===== src/rtl/msf_fold_accumulator_if.sv =====
// Sample-side and accumulator-BRAM-side bundle of msf_fold_accumulator.
// master drives samples and BRAM read data; slave (the fold) drives addresses, strobes and wraps.
interface msf_fold_accumulator_if #(
    parameter int LEVEL_W  = 16,
    parameter int ACC_W    = 32,
    parameter int SEC_BINS = 100,
    parameter int MIN_SECS = 60
);
    localparam int SEC_AW = $clog2(SEC_BINS);
    localparam int MIN_AW = $clog2(MIN_SECS);

    logic               sample_valid;
    logic [LEVEL_W-1:0] msf_level;
    logic               sync;
    logic               clear;

    logic [SEC_AW-1:0]  sec_rd_addr;
    logic [ACC_W-1:0]   stored_level_second;
    logic               sec_wr_en;
    logic [SEC_AW-1:0]  sec_wr_addr;
    logic [ACC_W-1:0]   level_to_store_second;

    logic [MIN_AW-1:0]  min_rd_addr;
    logic [ACC_W-1:0]   stored_level_minute;
    logic               min_wr_en;
    logic [MIN_AW-1:0]  min_wr_addr;
    logic [ACC_W-1:0]   level_to_store_minute;

    logic               second_wrap;
    logic               minute_wrap;

    modport master (
        output sample_valid, msf_level, sync, clear,
        output stored_level_second, stored_level_minute,
        input  sec_rd_addr, sec_wr_en, sec_wr_addr, level_to_store_second,
        input  min_rd_addr, min_wr_en, min_wr_addr, level_to_store_minute,
        input  second_wrap, minute_wrap
    );

    modport slave (
        input  sample_valid, msf_level, sync, clear,
        input  stored_level_second, stored_level_minute,
        output sec_rd_addr, sec_wr_en, sec_wr_addr, level_to_store_second,
        output min_rd_addr, min_wr_en, min_wr_addr, level_to_store_minute,
        output second_wrap, minute_wrap
    );
endinterface


===== src/rtl/msf_fold_accumulator.sv =====
// Folds MSF level samples into per-second and per-minute read-first BRAM accumulators (MSF_FOLD_DECAY_EN: leaky fold).
// Write strobe two edges after acceptance, one sample per cycle, no backpressure.
module msf_fold_accumulator #(
    parameter int LEVEL_W     = 16,
    parameter int ACC_W       = 32,
    parameter int SEC_BINS    = 100,
    parameter int MIN_SECS    = 60,
    parameter int DECAY_SHIFT = 4
) (
    input  logic                   clk,
    input  logic                   rst,
    msf_fold_accumulator_if.slave  bus
);
    localparam int SEC_AW = $clog2(SEC_BINS);
    localparam int MIN_AW = $clog2(MIN_SECS);
    localparam logic [SEC_AW-1:0] BIN_LAST = SEC_AW'(SEC_BINS - 1);
    localparam logic [MIN_AW-1:0] SEC_LAST = MIN_AW'(MIN_SECS - 1);

    if (ACC_W <= LEVEL_W || SEC_BINS < 2 || MIN_SECS < 2 ||
        DECAY_SHIFT < 1 || DECAY_SHIFT >= ACC_W) begin : g_bad_param
        $error("msf_fold_accumulator: illegal parameter set");
    end

    logic [SEC_AW-1:0]  r_bin_cnt;
    logic [MIN_AW-1:0]  r_sec_cnt;
    logic               r_sec_first;
    logic               r_min_first;

    logic               r_s1_vld;
    logic [LEVEL_W-1:0] r_s1_level;
    logic [SEC_AW-1:0]  r_s1_bin;
    logic [MIN_AW-1:0]  r_s1_sec;
    logic               r_s1_sec_ovr;
    logic               r_s1_min_ovr;
    logic               r_s1_swrap;
    logic               r_s1_mwrap;

    logic               r_sec_wr_en;
    logic [SEC_AW-1:0]  r_sec_wr_addr;
    logic [ACC_W-1:0]   r_sec_wr_dat;
    logic               r_min_wr_en;
    logic [MIN_AW-1:0]  r_min_wr_addr;
    logic [ACC_W-1:0]   r_min_wr_dat;
    logic               r_second_wrap;
    logic               r_minute_wrap;

    // Previous write: it lands on the same edge as the stage-1 read, which sees stale data.
    logic               r_sec_wr_en_d;
    logic [SEC_AW-1:0]  r_sec_wr_addr_d;
    logic [ACC_W-1:0]   r_sec_wr_dat_d;
    logic               r_min_wr_en_d;
    logic [MIN_AW-1:0]  r_min_wr_addr_d;
    logic [ACC_W-1:0]   r_min_wr_dat_d;

    logic [SEC_AW-1:0]  w_bin;
    logic [MIN_AW-1:0]  w_sec;
    logic               w_bin_last;
    logic               w_sec_last;
    logic [SEC_AW-1:0]  w_bin_nxt;
    logic [MIN_AW-1:0]  w_sec_nxt;
    logic [ACC_W-1:0]   w_sec_old;
    logic [ACC_W-1:0]   w_min_old;
    logic [ACC_W-1:0]   w_sec_new;
    logic [ACC_W-1:0]   w_min_new;

    function automatic logic [ACC_W-1:0] f_fold(input logic [ACC_W-1:0]   old,
                                                input logic [LEVEL_W-1:0] lvl,
                                                input logic               ovr);
        logic [ACC_W:0]   sum;
        logic [ACC_W-1:0] base;
`ifdef MSF_FOLD_DECAY_EN
        base = old - (old >> DECAY_SHIFT);
`else
        base = old;
`endif
        sum = {1'b0, base} + {{(ACC_W + 1 - LEVEL_W){1'b0}}, lvl};
        if (ovr)
            f_fold = {{(ACC_W - LEVEL_W){1'b0}}, lvl};
        else if (sum[ACC_W])
            f_fold = '1;
        else
            f_fold = sum[ACC_W-1:0];
    endfunction

    // sync places the sample presented with it at bin 0 / second 0.
    assign w_bin      = bus.sync ? '0 : r_bin_cnt;
    assign w_sec      = bus.sync ? '0 : r_sec_cnt;
    assign w_bin_last = (w_bin == BIN_LAST);
    assign w_sec_last = (w_sec == SEC_LAST);
    assign w_bin_nxt  = w_bin_last ? '0 : w_bin + 1'b1;
    assign w_sec_nxt  = w_bin_last ? (w_sec_last ? '0 : w_sec + 1'b1) : w_sec;

    assign bus.sec_rd_addr = w_bin;
    assign bus.min_rd_addr = w_sec;

    always_ff @(posedge clk or posedge rst) begin
        if (rst) begin
            r_bin_cnt   <= '0;
            r_sec_cnt   <= '0;
            r_sec_first <= 1'b1;
            r_min_first <= 1'b1;
        end else begin
            if (bus.sample_valid) begin
                r_bin_cnt <= w_bin_nxt;
                r_sec_cnt <= w_sec_nxt;
            end else if (bus.sync) begin
                r_bin_cnt <= '0;
                r_sec_cnt <= '0;
            end
            if (bus.clear) begin
                r_sec_first <= 1'b1;
                r_min_first <= 1'b1;
            end else if (bus.sample_valid && w_bin_last) begin
                r_sec_first <= 1'b0;
                if (w_sec_last)
                    r_min_first <= 1'b0;
            end
        end
    end

    // The minute word collects every bin of its second, so only bin 0 may overwrite it.
    always_ff @(posedge clk or posedge rst) begin
        if (rst) begin
            r_s1_vld     <= 1'b0;
            r_s1_level   <= '0;
            r_s1_bin     <= '0;
            r_s1_sec     <= '0;
            r_s1_sec_ovr <= 1'b0;
            r_s1_min_ovr <= 1'b0;
            r_s1_swrap   <= 1'b0;
            r_s1_mwrap   <= 1'b0;
        end else begin
            r_s1_vld <= bus.sample_valid;
            if (bus.sample_valid) begin
                r_s1_level   <= bus.msf_level;
                r_s1_bin     <= w_bin;
                r_s1_sec     <= w_sec;
                r_s1_sec_ovr <= r_sec_first | bus.clear;
                r_s1_min_ovr <= (r_min_first | bus.clear) & (w_bin == '0);
                r_s1_swrap   <= w_bin_last;
                r_s1_mwrap   <= w_bin_last & w_sec_last;
            end
        end
    end

    always_comb begin
        w_sec_old = bus.stored_level_second;
        if (r_sec_wr_en && r_sec_wr_addr == r_s1_bin)
            w_sec_old = r_sec_wr_dat;
        else if (r_sec_wr_en_d && r_sec_wr_addr_d == r_s1_bin)
            w_sec_old = r_sec_wr_dat_d;
    end

    always_comb begin
        w_min_old = bus.stored_level_minute;
        if (r_min_wr_en && r_min_wr_addr == r_s1_sec)
            w_min_old = r_min_wr_dat;
        else if (r_min_wr_en_d && r_min_wr_addr_d == r_s1_sec)
            w_min_old = r_min_wr_dat_d;
    end

    assign w_sec_new = f_fold(w_sec_old, r_s1_level, r_s1_sec_ovr);
    assign w_min_new = f_fold(w_min_old, r_s1_level, r_s1_min_ovr);

    always_ff @(posedge clk or posedge rst) begin
        if (rst) begin
            r_sec_wr_en     <= 1'b0;
            r_sec_wr_addr   <= '0;
            r_sec_wr_dat    <= '0;
            r_min_wr_en     <= 1'b0;
            r_min_wr_addr   <= '0;
            r_min_wr_dat    <= '0;
            r_second_wrap   <= 1'b0;
            r_minute_wrap   <= 1'b0;
            r_sec_wr_en_d   <= 1'b0;
            r_sec_wr_addr_d <= '0;
            r_sec_wr_dat_d  <= '0;
            r_min_wr_en_d   <= 1'b0;
            r_min_wr_addr_d <= '0;
            r_min_wr_dat_d  <= '0;
        end else begin
            r_sec_wr_en   <= r_s1_vld;
            r_min_wr_en   <= r_s1_vld;
            r_second_wrap <= r_s1_vld & r_s1_swrap;
            r_minute_wrap <= r_s1_vld & r_s1_mwrap;
            if (r_s1_vld) begin
                r_sec_wr_addr <= r_s1_bin;
                r_sec_wr_dat  <= w_sec_new;
                r_min_wr_addr <= r_s1_sec;
                r_min_wr_dat  <= w_min_new;
            end
            r_sec_wr_en_d   <= r_sec_wr_en;
            r_sec_wr_addr_d <= r_sec_wr_addr;
            r_sec_wr_dat_d  <= r_sec_wr_dat;
            r_min_wr_en_d   <= r_min_wr_en;
            r_min_wr_addr_d <= r_min_wr_addr;
            r_min_wr_dat_d  <= r_min_wr_dat;
        end
    end

    assign bus.sec_wr_en             = r_sec_wr_en;
    assign bus.sec_wr_addr           = r_sec_wr_addr;
    assign bus.level_to_store_second = r_sec_wr_dat;
    assign bus.min_wr_en             = r_min_wr_en;
    assign bus.min_wr_addr           = r_min_wr_addr;
    assign bus.level_to_store_minute = r_min_wr_dat;
    assign bus.second_wrap           = r_second_wrap;
    assign bus.minute_wrap           = r_minute_wrap;
endmodule


===== src/flat_wrapper.sv =====
// flat-port wrapper written by rule: the top's interface ports become plain ports
module msf_fold_accumulator_flat 
#(
    parameter int LEVEL_W     = 16,
    parameter int ACC_W       = 32,
    parameter int SEC_BINS    = 100,
    parameter int MIN_SECS    = 60,
    parameter int DECAY_SHIFT = 4
)
  (clk, rst, bus_sample_valid, bus_msf_level, bus_sync, bus_clear, bus_stored_level_second, bus_stored_level_minute, bus_sec_rd_addr, bus_sec_wr_en, bus_sec_wr_addr, bus_level_to_store_second, bus_min_rd_addr, bus_min_wr_en, bus_min_wr_addr, bus_level_to_store_minute, bus_second_wrap, bus_minute_wrap);
  msf_fold_accumulator_if #(.LEVEL_W(LEVEL_W), .ACC_W(ACC_W), .SEC_BINS(SEC_BINS), .MIN_SECS(MIN_SECS)) bus_i ();
  input  logic clk;
  input  logic rst;
  input wire logic [$bits(bus_i.sample_valid)-1:0] bus_sample_valid;
  input wire logic [$bits(bus_i.msf_level)-1:0] bus_msf_level;
  input wire logic [$bits(bus_i.sync)-1:0] bus_sync;
  input wire logic [$bits(bus_i.clear)-1:0] bus_clear;
  input wire logic [$bits(bus_i.stored_level_second)-1:0] bus_stored_level_second;
  input wire logic [$bits(bus_i.stored_level_minute)-1:0] bus_stored_level_minute;
  output wire logic [$bits(bus_i.sec_rd_addr)-1:0] bus_sec_rd_addr;
  output wire logic [$bits(bus_i.sec_wr_en)-1:0] bus_sec_wr_en;
  output wire logic [$bits(bus_i.sec_wr_addr)-1:0] bus_sec_wr_addr;
  output wire logic [$bits(bus_i.level_to_store_second)-1:0] bus_level_to_store_second;
  output wire logic [$bits(bus_i.min_rd_addr)-1:0] bus_min_rd_addr;
  output wire logic [$bits(bus_i.min_wr_en)-1:0] bus_min_wr_en;
  output wire logic [$bits(bus_i.min_wr_addr)-1:0] bus_min_wr_addr;
  output wire logic [$bits(bus_i.level_to_store_minute)-1:0] bus_level_to_store_minute;
  output wire logic [$bits(bus_i.second_wrap)-1:0] bus_second_wrap;
  output wire logic [$bits(bus_i.minute_wrap)-1:0] bus_minute_wrap;
  assign bus_i.sample_valid = bus_sample_valid;
  assign bus_i.msf_level = bus_msf_level;
  assign bus_i.sync = bus_sync;
  assign bus_i.clear = bus_clear;
  assign bus_i.stored_level_second = bus_stored_level_second;
  assign bus_i.stored_level_minute = bus_stored_level_minute;
  assign bus_sec_rd_addr = bus_i.sec_rd_addr;
  assign bus_sec_wr_en = bus_i.sec_wr_en;
  assign bus_sec_wr_addr = bus_i.sec_wr_addr;
  assign bus_level_to_store_second = bus_i.level_to_store_second;
  assign bus_min_rd_addr = bus_i.min_rd_addr;
  assign bus_min_wr_en = bus_i.min_wr_en;
  assign bus_min_wr_addr = bus_i.min_wr_addr;
  assign bus_level_to_store_minute = bus_i.level_to_store_minute;
  assign bus_second_wrap = bus_i.second_wrap;
  assign bus_minute_wrap = bus_i.minute_wrap;
  msf_fold_accumulator #(.LEVEL_W(LEVEL_W), .ACC_W(ACC_W), .SEC_BINS(SEC_BINS), .MIN_SECS(MIN_SECS), .DECAY_SHIFT(DECAY_SHIFT)) u_core (.clk(clk), .rst(rst), .bus(bus_i));
endmodule

===== config.mk =====
export PLATFORM = sky130hd
export DESIGN_NAME = msf_fold_accumulator_flat
export DESIGN_NICKNAME = d
export VERILOG_FILES = /design/src/rtl/msf_fold_accumulator_if.sv /design/src/rtl/msf_fold_accumulator.sv /design/src/flat_wrapper.sv
export SDC_FILE = /design/constraint.sdc
export NUM_CORES = 1
export LEC_CHECK = 0
export ABC_CLOCK_PERIOD_IN_PS = 10600
export BUFFER_PORTS_ARGS = -buffer_cell sky130_fd_sc_hd__buf_2
export CELL_PAD_IN_SITES_DETAIL_PLACEMENT = 0
export CELL_PAD_IN_SITES_GLOBAL_PLACEMENT = 1
export CORE_MARGIN = 4
export CORE_UTILIZATION = 48
export DETAILED_ROUTE_END_ITERATION = 16
export HOLD_SLACK_MARGIN = 0.12
export PLACE_DENSITY_LB_ADDON = 0.1
export SLEW_MARGIN = 10
export SYNTH_ARGS = -nofsm -noshare
export SYNTH_HDL_FRONTEND = slang
export SYNTH_SLANG_ARGS = --single-unit

===== constraint.sdc =====
create_clock -name clk -period 10.6 [get_ports clk]
set_input_delay 0.53 -clock clk [delete_from_list [all_inputs] [get_ports clk]]
set_output_delay 0.53 -clock clk [all_outputs]
set_load 0.01 [all_outputs]

# After elaboration in Yosys (flattened, before gate mapping)

Index checks and enable logic that the tools add are counted.

Flip-flop bits (word level): 207
Logic and storage cells: 69

Add/sub/neg operators: 4
Eq/ne operators: 6
Mux-type cells: 20
Bitwise logic cells: 6
Reduce and logical (&&, ||, !) cells: 9

Operators by type and width:

| kind                                                           | count |
|---|---|
| 32-bit 2-to-1 mux                                              | 8 |
| 32-bit by 16-bit adder with 33-bit output                      | 2 |
| 6-bit 2-to-1 mux                                               | 4 |
| 7-bit 2-to-1 mux                                               | 3 |
| 7-bit == test                                                  | 2 |
| 6-bit == test                                                  | 2 |
| 7-bit by 1-bit adder with 7-bit output (second input constant) | 1 |
| 7-bit == test (second input constant)                          | 1 |
| 7-bit logical NOT                                              | 1 |
| 6-bit by 1-bit adder with 6-bit output (second input constant) | 1 |
| 6-bit == test (second input constant)                          | 1 |
| 1-bit logical AND                                              | 5 |
| 1-bit 2-to-1 mux                                               | 5 |
| 1-bit bitwise AND                                              | 4 |
| 2-bit nonzero test                                             | 2 |
| 1-bit bitwise OR                                               | 2 |
| 2-bit AND reduction                                            | 1 |

# Depth between registers and ports, before layout

Gate-level depths: netlist (run 1).

Word-level depth: 7
Gate-level depth with buffers: 22
Depth with buffers taken out: 17

# Least setup slack after synthesis (run 1)

No wires, ideal clock.

Path kind: reg2reg
From: register u_core.r_s1_bin[4]
To: register u_core.r_sec_wr_dat[0], in the netlist u_core.bus.level_to_store_second[0]
Library setup time: 0.132 ns
Arrival time: 4.858 ns
Path slack: 5.610 ns
Stages on the path, launching flop included: 21
Period minus slack after synthesis: 4.990 ns
Cell sequence: dfrtp_1 xor2_1 or4b_4 nor2_4 buf_6 clkbuf_1 buf_2 mux2i_1 o21ai_0 ha_1 a21o_1 or3_1 o21ai_0 nor3_1 o21ai_1 nor2_1 and3_1 buf_4 buf_6 o311ai_1 o21ai_1

Word-level cells in the longest chain between the ends: 7
Elaborated cells on any way between the ends: 9

Ends and longest elaborated chain:

| item                                          | RTL line                    | text |
|---|---|---|
| start: declaration                            | msf_fold_accumulator.sv:31  | `logic [SEC_AW-1:0] r_s1_bin;` |
| start signal: assignment                      | msf_fold_accumulator.sv:136 | `r_s1_bin <= w_bin;` |
| 7-bit == test                                 | msf_fold_accumulator.sv:150 | `else if (r_sec_wr_en_d && r_sec_wr_addr_d == r_s1_bin)` |
| 1-bit logical AND                             | msf_fold_accumulator.sv:150 |  |
| 32-bit 2-to-1 mux                             | msf_fold_accumulator.sv:150 |  |
| 32-bit 2-to-1 mux (*)                         | msf_fold_accumulator.sv:148 | `if (r_sec_wr_en && r_sec_wr_addr == r_s1_bin)` |
| 32-bit by 16-bit adder with 33-bit output (*) | msf_fold_accumulator.sv:76  | `sum = {1'b0, base} + {{(ACC_W + 1 - LEVEL_W){1'b0}}, lvl};` |
| 32-bit 2-to-1 mux (*)                         | msf_fold_accumulator.sv:79  | `else if (sum[ACC_W])` |
| 32-bit 2-to-1 mux (*)                         | msf_fold_accumulator.sv:77  | `if (ovr)` |
| end signal: assignment                        | msf_fold_accumulator.sv:188 | `r_sec_wr_dat <= w_sec_new;` |
| end: declaration                              | msf_fold_accumulator.sv:40  | `logic [ACC_W-1:0] r_sec_wr_dat;` |

Mark *: on every way between the ends. The rest lies on a longest branch, timed or not.
A chain may end at the register's enable or synchronous reset.

# Worst setup path in the final report (run 1)

From: register u_core.r_s1_bin[6]
To: register u_core.r_sec_wr_dat[10], in the netlist u_core.bus.level_to_store_second[10]

Same word-level chain as after synthesis.

==> results of run 1 <==
## flip-flops by register name, indices dropped and copies added (netlist names), 6 cells and up
name,flops
u_core.r_sec_cnt,6
u_core.bus.sec_wr_addr,7
u_core.r_min_wr_dat_d,32
u_core.r_sec_wr_addr_d,7
u_core.r_bin_cnt,7
u_core.bus.min_wr_addr,6
u_core.r_s1_bin,7
u_core.r_s1_level,16
u_core.r_sec_wr_dat_d,32
u_core.r_min_wr_addr_d,6
u_core.r_s1_sec,6
u_core.bus.level_to_store_second,32
u_core.bus.level_to_store_minute,32
## cells in the mapped netlist, drive strengths merged, types with 25 or more instances
master	n	share of area (%)
nand2	121	3.9
clkbuf	42	1.4
a21oi	41	1.8
dfrtp	205	44
mux2	47	4.6
nor3	39	1.8
a31oi	25	1.5
o21ai	139	6.0
inv	44	1.4
xnor2	54	4.1
nor2	45	1.6
mux2i	57	4.9
ha	37	4.0
nand3	28	1.2
o2bb2ai	25	1.9
## per-stage QoR
stage | utilization (%) | cell area [µm²] | power (mW) | instances
4_1_cts | 57.5 | 13600 | 2.66 | 1677
3_3_place_gp | 53.9 | 12800 | 1.76 | 1633
2_1_floorplan | - | 11600 | 1.54 | 1185
3_5_place_dp | 53.9 | 12800 | 1.77 | 1633
6_report | 57.5 | 13600 | 2.64 | 1677
5_1_grt | 57.5 | 13600 | 2.80 | 1677
## where the power goes
part	switching [mW]	internal [mW]	leakage (nW)	total, mW
Combinational	0.440	0.321	3.27	0.760
Sequential	0.0984	0.898	2.66	0.997
Clock	0.341	0.544	0.411	0.885
## path summary, 6_finish.rpt
check / start / end / slack (ps) / cells past startpoint
worst max register to register: u_core.r_s1_bin[6] / u_core.bus.level_to_store_second[10] / 4710 / 17
worst min-delay path: rst / u_core.r_min_wr_addr_d[3] / 170 / 2
worst min register to register: u_core.bus.level_to_store_second[4] / u_core.r_sec_wr_dat_d[4] / 420 / 0
min in group clk: bus_msf_level[12] / u_core.r_s1_level[12] / 240 / 2
max in group asynchronous: rst / u_core.r_bin_cnt[1] / 8890 / 3
worst max-delay path: u_core.r_s1_bin[6] / u_core.bus.level_to_store_second[10] / 4710 / 17
## cell type report
type,count,area (µm²)
timing repair buffer,187,958
clock buffer,30,664
multi-input combinational,875,6040
tap,319,399
clock inverter,14,185
sequential,207,5180
fill,2188,10100
inverter,45,176
## routing by layer
metal,vias to the layer above,share of wire [%],track usage (%)
li1,4616,-,-
met1,4711,46,35.1
met2,287,46,39.2
met3,39,6.0,3.73
met4,4,1.5,4.12
met5,-,0.082,0
## cells by family after synthesis
| kind of cell | count (synthesis) | synth area share, % |
|---|---|---|
| and+or+nand+nor | 331 | 14.2 |
| DFF | 207 | 44.6 |
| muxes | 104 | 9.46 |
| adders and majority gates | 39 | 4.33 |
| buffers and inverters | 103 | 3.64 |
| AOI/OAI and AO/OA | 325 | 18.0 |
| xor gates and xnor gates | 76 | 5.72 |
## worst max-delay path: stages, from the launching register on
cell,delay (ps)
dfrtp_1,430
xnor2_1,210
nand4_1,670
nor2_4,270
buf_4,460
mux2i_1,140
o21ai_0,360
inv_1,110
fa_1,460
nand2b_1,180
a21oi_1,190
o21ai_0,280
nor3_1,330
o21ai_1,240
nor2_1,260
and3_1,730
o311ai_0,280
o21ai_0,150
==> impl_metrics.toml, run 1 <==
[cells_and_area]
area_growth_pct = 17.1
final_layout_size_suffix_gt1_share_pct = 22.5
mostFrequentLayoutCells = "204 x dfrtp_1, 178 x buf_2, 133 x o21ai_0"
diodes = 0
final_common_cell = "dfrtp_1"
nets = 1464

[power_and_ir_drop]
leakagePower_nw = 6.34
p_per_area_mw_per_mm2 = 194
ir_drop_uv = 142

[timing]
timing.fmax_mhz = 170
setup_slack_ps = 4710
setup-tns-final_ps = 0
finalSetupViolCount = 0
final_hold_viol_count = 0
tightestPinTransition_ps = 1130
period_share_pct = 55.6
relSlewSlack_pct = 24.7
skew_ps = 10.2
rsz0062_at_grt = "false"
holdWs_ps = 168
finalCriticalPeriod_ps = 5890
slew_viol_final = 0

[clocking]
htree_levels = 1
cts_root_buffer = "clkbuf_16"
cts_tree = "yes"
clk_pin_slew_ps = 70
clockBufferDepth = 3
numCtsBuffers = 24
hold_buffers = 0
cts_resized = 0
clkSinkCount = 207
clk_latency_ps = 520
post_cts_buffers = 0

[grt]
grt_usage_pct = 24.2
grt_pass1_vias = 9348
grt_max_degree = 133
grt_overflow = 0
antenna_found_initial = 2
grt_pass1_wl_um = 52000

[setup_path]
critPathCaptureType = "flip-flop"
cp.required_ps = 11030
startpoint_type = "flip-flop"
critPathMaxFanout = 30
arrival_ps = 6320
worst-setup-path-type = "reg2reg"

[flow_run]
drv_cap = 0

[route]
ant_nets = 0
via_per_inst = 5.76
drt_iter0_markers = 699
drtPass1Iterations = 5
wl_per_cell_um = 19.5
vias = 9657
wirelength_um = 32700
drc = 0

[logic_synthesis]
synthArstFlopShare_pct = 100
syn-cell-area_mm2 = 0.0116
synthDistinctLibCells = 75
syn_inst = 1185
synth-edff-count = 0
ys_ff_latch = 207
synth_nets = 1309
syn_area_per_cell_um2 = 9.81
synth_seq_area_share_pct = 44.6
synth_flop_cell = "dfrtp_1"
yosys_warnings = 0

[placed_design]
dpl_worst_slack_ps = 4750
post-dp-hpwl_um = 22900
port_buffers = 178
gp_congestion = 0.869

[floorplanning]
die_w_um = 164
rows = 56
chipHeight_um = 164
io_pins = 179
core-area_mm2 = 0.0237
initial_core_util_pct = 49.1
die_area_mm2 = 0.0268

[status]
status = "complete, no violations"

[worst_hold_path]
hp-class = "in2async"
Note: power is estimated with default switching activity, not from simulation.
==> run 2, diff against run 1 <==
--- a/config.mk
+++ b/config.mk
@@ -5,12 +5,12 @@
 export SDC_FILE = /design/constraint.sdc
 export NUM_CORES = 1
 export LEC_CHECK = 0
-export ABC_CLOCK_PERIOD_IN_PS = 10600
+export ABC_CLOCK_PERIOD_IN_PS = 5650
 export BUFFER_PORTS_ARGS = -buffer_cell sky130_fd_sc_hd__buf_2
 export CELL_PAD_IN_SITES_DETAIL_PLACEMENT = 0
 export CELL_PAD_IN_SITES_GLOBAL_PLACEMENT = 1
 export CORE_MARGIN = 4
-export CORE_UTILIZATION = 48
+export CORE_UTILIZATION = 45
 export DETAILED_ROUTE_END_ITERATION = 16
 export HOLD_SLACK_MARGIN = 0.12
 export PLACE_DENSITY_LB_ADDON = 0.1
==> constraint.sdc (replaced) <==
create_clock -name clk -period 5.65 [get_ports clk]
set_input_delay 0.2825 -clock clk [delete_from_list [all_inputs] [get_ports clk]]
set_output_delay 0.2825 -clock clk [all_outputs]
set_load 0.01 [all_outputs]
==> run 2 against run 1 <==
  * Sequential cell count stayed put
  * First-iteration DRC count is 4.7% lower
  * Final cell count is 2.3% higher
  * Critical path depth stayed put
==> impl_metrics.toml, run 2 (same netlist as run 1, synthesis figures left out) <==
[setup_path]
timing.reg2reg.setup_slack_ps = 530
worst-setup-path-type = "reg2reg"
critPathMaxFanout = 14
critPathTopFamily = "simple AND/OR/NAND/NOR gates"
path_buf_inv = 2
r2r_end = "u_core.bus.level_to_store_second[1]"
r2r_start = "u_core.r_s1_bin[4]"
slowest_delay_ps = 670
cp.required_ps = 6080
cp_cell_sequence = "xor2_1 > or4b_4 > nor2_4 > mux2i_1 > o21ai_0 > inv_1 > fa_1 > nand2b_1 > a21oi_1 > o21ai_0 > nor3_1 > o21ai_1 > buf_4 > nor3_4 > nand3_2 > a311o_1 > o21ai_1"
slowest_stage = "or4b_4"
startpoint_type = "flip-flop"
arrival_ps = 5550
cp-startpoint = "u_core.r_s1_bin[4]"
r2r.worst_path.cells = 17
critPathCaptureType = "flip-flop"

[route]
wl_met3_um = 1430
drt_iter0_markers = 666
drtPass1Iterations = 4
met1_length_um = 16000
wl_met2_um = 15400
wirelength_um = 33500
via_per_inst = 5.60
wl_per_cell_um = 19.5
maxUsedRoutingLayer = "met4"
vias = 9605
drc = 0
ant_nets = 0

[cells_and_area]
final_common_cell = "dfrtp_1"
mostFrequentLayoutCells = "204 x dfrtp_1, 178 x buf_2, 133 x o21ai_0"
final_area_mm2 = 0.0138
register_area_mm2 = 0.00518
multiInputGateArea_mm2 = 0.00604
final_layout_size_suffix_gt1_share_pct = 22.2
fillers = 2339
area_growth_pct = 18.3
nets = 1492
stdcell_count = 1715
diodes = 0

[timing]
final_hold_viol_count = 0
tightestPinTransition_ps = 960
setup-tns-final_ps = 0
finalCriticalPeriod_ps = 5120
timing.fmax_mhz = 195
rsz0062_at_grt = "false"
relSlewSlack_pct = 36.0
finalSetupViolCount = 0
slew_viol_final = 0
skew_ps = 13.6
period_share_pct = 90.5

[grt]
grt_max_degree = 120
grt_usage_pct = 23.4
antenna_found_initial = 0
grt_overflow = 0
grt_pass1_wl_um = 54000
grt_pass1_vias = 9497

[worst_hold_path]
hold-path-endpoint = "u_core.r_bin_cnt[4]"
hold_depth = 2
worstHoldStart = "bus_sync"
hp-class = "in2reg"

[placed_design]
numPlacedInstances = 1655
gp_congestion = 0.864
placed_area_mm2 = 0.0129
port_buffers = 178
post-dp-hpwl_um = 24100

[power_and_ir_drop]
ir_drop_uv = 253
swShare_pct = 34.1
p_per_area_mw_per_mm2 = 347
net-switching-power_mw = 1.63
p_comb_share_pct = 30.3
intPower_mw = 3.15
leakagePower_nw = 6.39
p_clk_share_pct = 30.3
p_seq_share_pct = 39.4

[clocking]
post_cts_buffers = 0
clk_latency_ps = 520
numCtsBuffers = 23
cts_resized = 0
cts_tree = "yes"
cts_root_buffer = "clkbuf_16"
clkSinkCount = 207
htree_levels = 1
clk_pin_slew_ps = 60
hold_buffers = 18
clockBufferDepth = 3

[status]
status = "complete, no violations"

[floorplanning]
chipHeight_um = 169
io_pins = 179
die_area_mm2 = 0.0285
initial_core_util_pct = 45.9
core-area_mm2 = 0.0253
rows = 58
die_w_um = 169

[flow_run]
drv_cap = 0
## run 2: cell count changes in the layout (fill, tap and decap cells not counted), sizes merged
| cell | before | now |
|---|---|---|
| clkbuf | 30 | 35 |
| bufinv | 4 | 1 |
| clkinv | 7 | 6 |
| buf | 187 | 198 |
| clkinvlp | 3 | 1 |
| inv | 45 | 44 |
| dlygate4sd3 | 0 | 18 |
## run 2: worst max path at each step
stage,cells after the start,to,slack (ps)
floorplan,20,u_core.bus.level_to_store_second[0],660
global placement,17,u_core.bus.level_to_store_second[25],560
detailed placement,18,u_core.bus.level_to_store_second[7],500
CTS,18,u_core.bus.level_to_store_second[7],470
global route,18,u_core.bus.level_to_store_second[7],40
finish,17,u_core.bus.level_to_store_second[1],530
## run 2: routing by layer
metal	up-vias	GRT usage, %
met5	-	0
met4	0	5.12
met3	40	3.11
met2	227	37.0
met1	4676	34.7
li1	4662	-
## run 2: metrics by stage
step	setup WS [ps]	power [mW]	hold WS, ps	util [%]
after floorplan	660	2.88	314	-
after global placement	558	3.33	410	50.8
after detailed placement	500	3.34	410	50.8
after CTS	474	4.82	135	54.3
after global routing	40.4	5.08	187	54.3
final	534	4.78	143	54.3
## run 2: final cells by class
type	instances	area share (%)
well taps	330	3.00
clock inverters	7	0.464
clock buffers	35	4.73
inverters	45	1.26
multi-input cells	875	43.9
flip-flops and latches	207	37.7
repair buffers	216	8.97
## run 2: power groups by stage
stage | Clock [mW] | Sequential [mW] | Combinational, mW
floorplan | 0 | 1.88 | 1.01
global placement | 0 | 1.90 | 1.43
detailed placement | 0 | 1.91 | 1.43
CTS | 1.48 | 1.88 | 1.45
global route | 1.54 | 1.91 | 1.62
finish | 1.45 | 1.88 | 1.45
==> run 3, diff against run 2 <==
--- a/config.mk
+++ b/config.mk
@@ -10,7 +10,7 @@
 export CELL_PAD_IN_SITES_DETAIL_PLACEMENT = 0
 export CELL_PAD_IN_SITES_GLOBAL_PLACEMENT = 1
 export CORE_MARGIN = 4
-export CORE_UTILIZATION = 45
+export CORE_UTILIZATION = 35
 export DETAILED_ROUTE_END_ITERATION = 16
 export HOLD_SLACK_MARGIN = 0.12
 export PLACE_DENSITY_LB_ADDON = 0.1
==> run 3 against run 2 <==
  * Hold slack gained 44 ps
  * Maximum frequency grew 1.3%
  * Clock skew shrank 4.8 ps
  * Highest routed layer unchanged
  * Critical endpoint is now u_core.bus.level_to_store_second[8]
  * Total power grew 11%
  * Sequential power is essentially flat
  * First-iteration DRC count shrank 20%
==> impl_metrics.toml, run 3 (same netlist as run 1, synthesis figures left out) <==
[status]
status = "complete, no violations"

[timing]
holdWs_ps = 188
timing.fmax_mhz = 198
tightestPinTransition_ps = 1030
setup_slack_ps = 599
rsz0062_at_grt = "false"
period_share_pct = 89.4
setup-tns-final_ps = 0
final_hold_viol_count = 0
skew_ps = 8.79
finalCriticalPeriod_ps = 5050
relSlewSlack_pct = 31.0
finalSetupViolCount = 0
slew_viol_final = 0

[grt]
grt_pass1_wl_um = 57500
grt_usage_pct = 20.0
grt_pass1_vias = 9541
antenna_found_initial = 0
grt_max_degree = 143
grt_overflow = 0

[cells_and_area]
fillers = 3157
final_area_mm2 = 0.0142
final_common_cell = "dfrtp_1"
multiInputGateArea_mm2 = 0.00604
final_layout_size_suffix_gt1_share_pct = 23.0
utilization_pct = 43.6
nets = 1497
area_growth_pct = 22.2
register_area_mm2 = 0.00518
diodes = 0
mostFrequentLayoutCells = "204 x dfrtp_1, 178 x buf_2, 133 x o21ai_0"

[power_and_ir_drop]
leakagePower_nw = 6.54
p_per_area_mw_per_mm2 = 372
p_clk_share_pct = 36.4
p_comb_share_pct = 27.9
p_seq_share_pct = 35.7
swShare_pct = 32.3
ir_drop_uv = 238
net-switching-power_mw = 1.71
intPower_mw = 3.58

[route]
drtPass1Iterations = 4
via_per_inst = 5.21
wl_per_cell_um = 20.0
wirelength_um = 36700
vias = 9557
drc = 0
drt_iter0_markers = 530
ant_nets = 0

[clocking]
cts_root_buffer = "clkbuf_16"
cts_tree = "yes"
clockBufferDepth = 3
post_cts_buffers = 0
htree_levels = 1
clkSinkCount = 207
numCtsBuffers = 26
clk_pin_slew_ps = 60
clk_latency_ps = 530

[setup_path]
startpoint_type = "flip-flop"
arrival_ps = 5420
cp_cell_sequence = "xor2_1 > or4b_4 > nor2_4 > buf_6 > mux2i_1 > o21ai_0 > ha_1 > a21o_1 > a221o_1 > a21boi_0 > o21ai_0 > o21ai_1 > nor2_1 > and3_2 > o311ai_0 > o21ai_0"
critPathCaptureType = "flip-flop"
crit_top_cell = "o21ai_0"
slowest_stage = "or4b_4"
cp.required_ps = 6010
slowest_delay_ps = 680
worst-setup-path-type = "reg2reg"
critPathMaxFanout = 24

[floorplanning]
die_area_mm2 = 0.0362
initial_core_util_pct = 35.6
chipHeight_um = 190
die_w_um = 190
core-area_mm2 = 0.0326
rows = 66
io_pins = 179

[placed_design]
dpl_worst_slack_ps = 314
port_buffers = 178
placed_area_mm2 = 0.0130
post-dp-hpwl_um = 26300
gp_congestion = 0.813

[flow_run]
drv_cap = 0

[worst_hold_path]
hp-class = "in2async"
run 3: cell count changes in the layout (fill, tap and decap cells not counted), moves of 2 or more:
cell       previous run  this run
bufinv_16             1         7
clkbuf_8              3         6
clkbuf_16            23        27
clkinv_2              5         3
clkbuf_1              9         4
run 3: area by class of cell:
type                    count  share of cell area [%]
clock buffers              37                    5.44
inverters                  45                    1.21
flip-flops and latches    207                    36.5
multi-input cells         875                    42.5
clock inverters            11                    1.64
repair buffers            218                    8.83
well taps                 442                    3.89
run 3: worst max-delay path: cells and delay by family (launching register included):
family                     cells  cell delay (ps)
xor gates and xnor gates       1              190
DFF                            1              420
AOI/OAI and AO/OA              8             1850
buffers and inverters          1              340
adders and majority gates      1              340
and+or+nand+nor                4             1510
muxes                          1              210
run 3: timing repair:
item                       in CTS  in global routing
hold endpoints to repair      163                  0
setup endpoints to repair       0                 13
hold buffers                   19                  0
resized for setup               0                  2
run 3: worst paths after layout:
kind / from / endpoint / slack (ps) / cells past startpoint
max: u_core.r_s1_bin[4] / u_core.bus.level_to_store_second[8] / 600 / 16
min: rst / u_core.r_bin_cnt[0] / 190 / 3
max reg2reg: u_core.r_s1_bin[4] / u_core.bus.level_to_store_second[8] / 600 / 16
min reg2reg: u_core.bus.level_to_store_minute[11] / u_core.r_min_wr_dat_d[11] / 430 / 0
max in group asynchronous: rst / u_core.r_s1_vld / 4420 / 4
min in group clk: bus_stored_level_minute[19] / u_core.bus.level_to_store_minute[19] / 290 / 5
run 3: power by group through the flow:
stage	Combinational (mW)	Clock [mW]	Sequential [mW]
2_1_floorplan	1.01	0	1.88
3_3_place_gp	1.47	0	1.92
3_5_place_dp	1.46	0	1.92
4_1_cts	1.49	1.98	1.89
5_1_grt	1.65	2.04	1.92
6_report	1.47	1.93	1.89
run 3: layer usage:
metal / share of wire (%) / track usage, % / up-vias
met5: 0 / 0 / -
met4: 1.3 / 3.12 / 0
met3: 4.0 / 2.76 / 30
met2: 46 / 32.2 / 190
met1: 49 / 29.3 / 4662
li1: - / - / 4675
run 3: stage by stage:
stage,instances,power (mW)
after detailed placement,1768,3.38
after global routing,1835,5.61
after CTS,1835,5.36
after floorplan,1185,2.88
final,1835,5.29
after global placement,1768,3.38
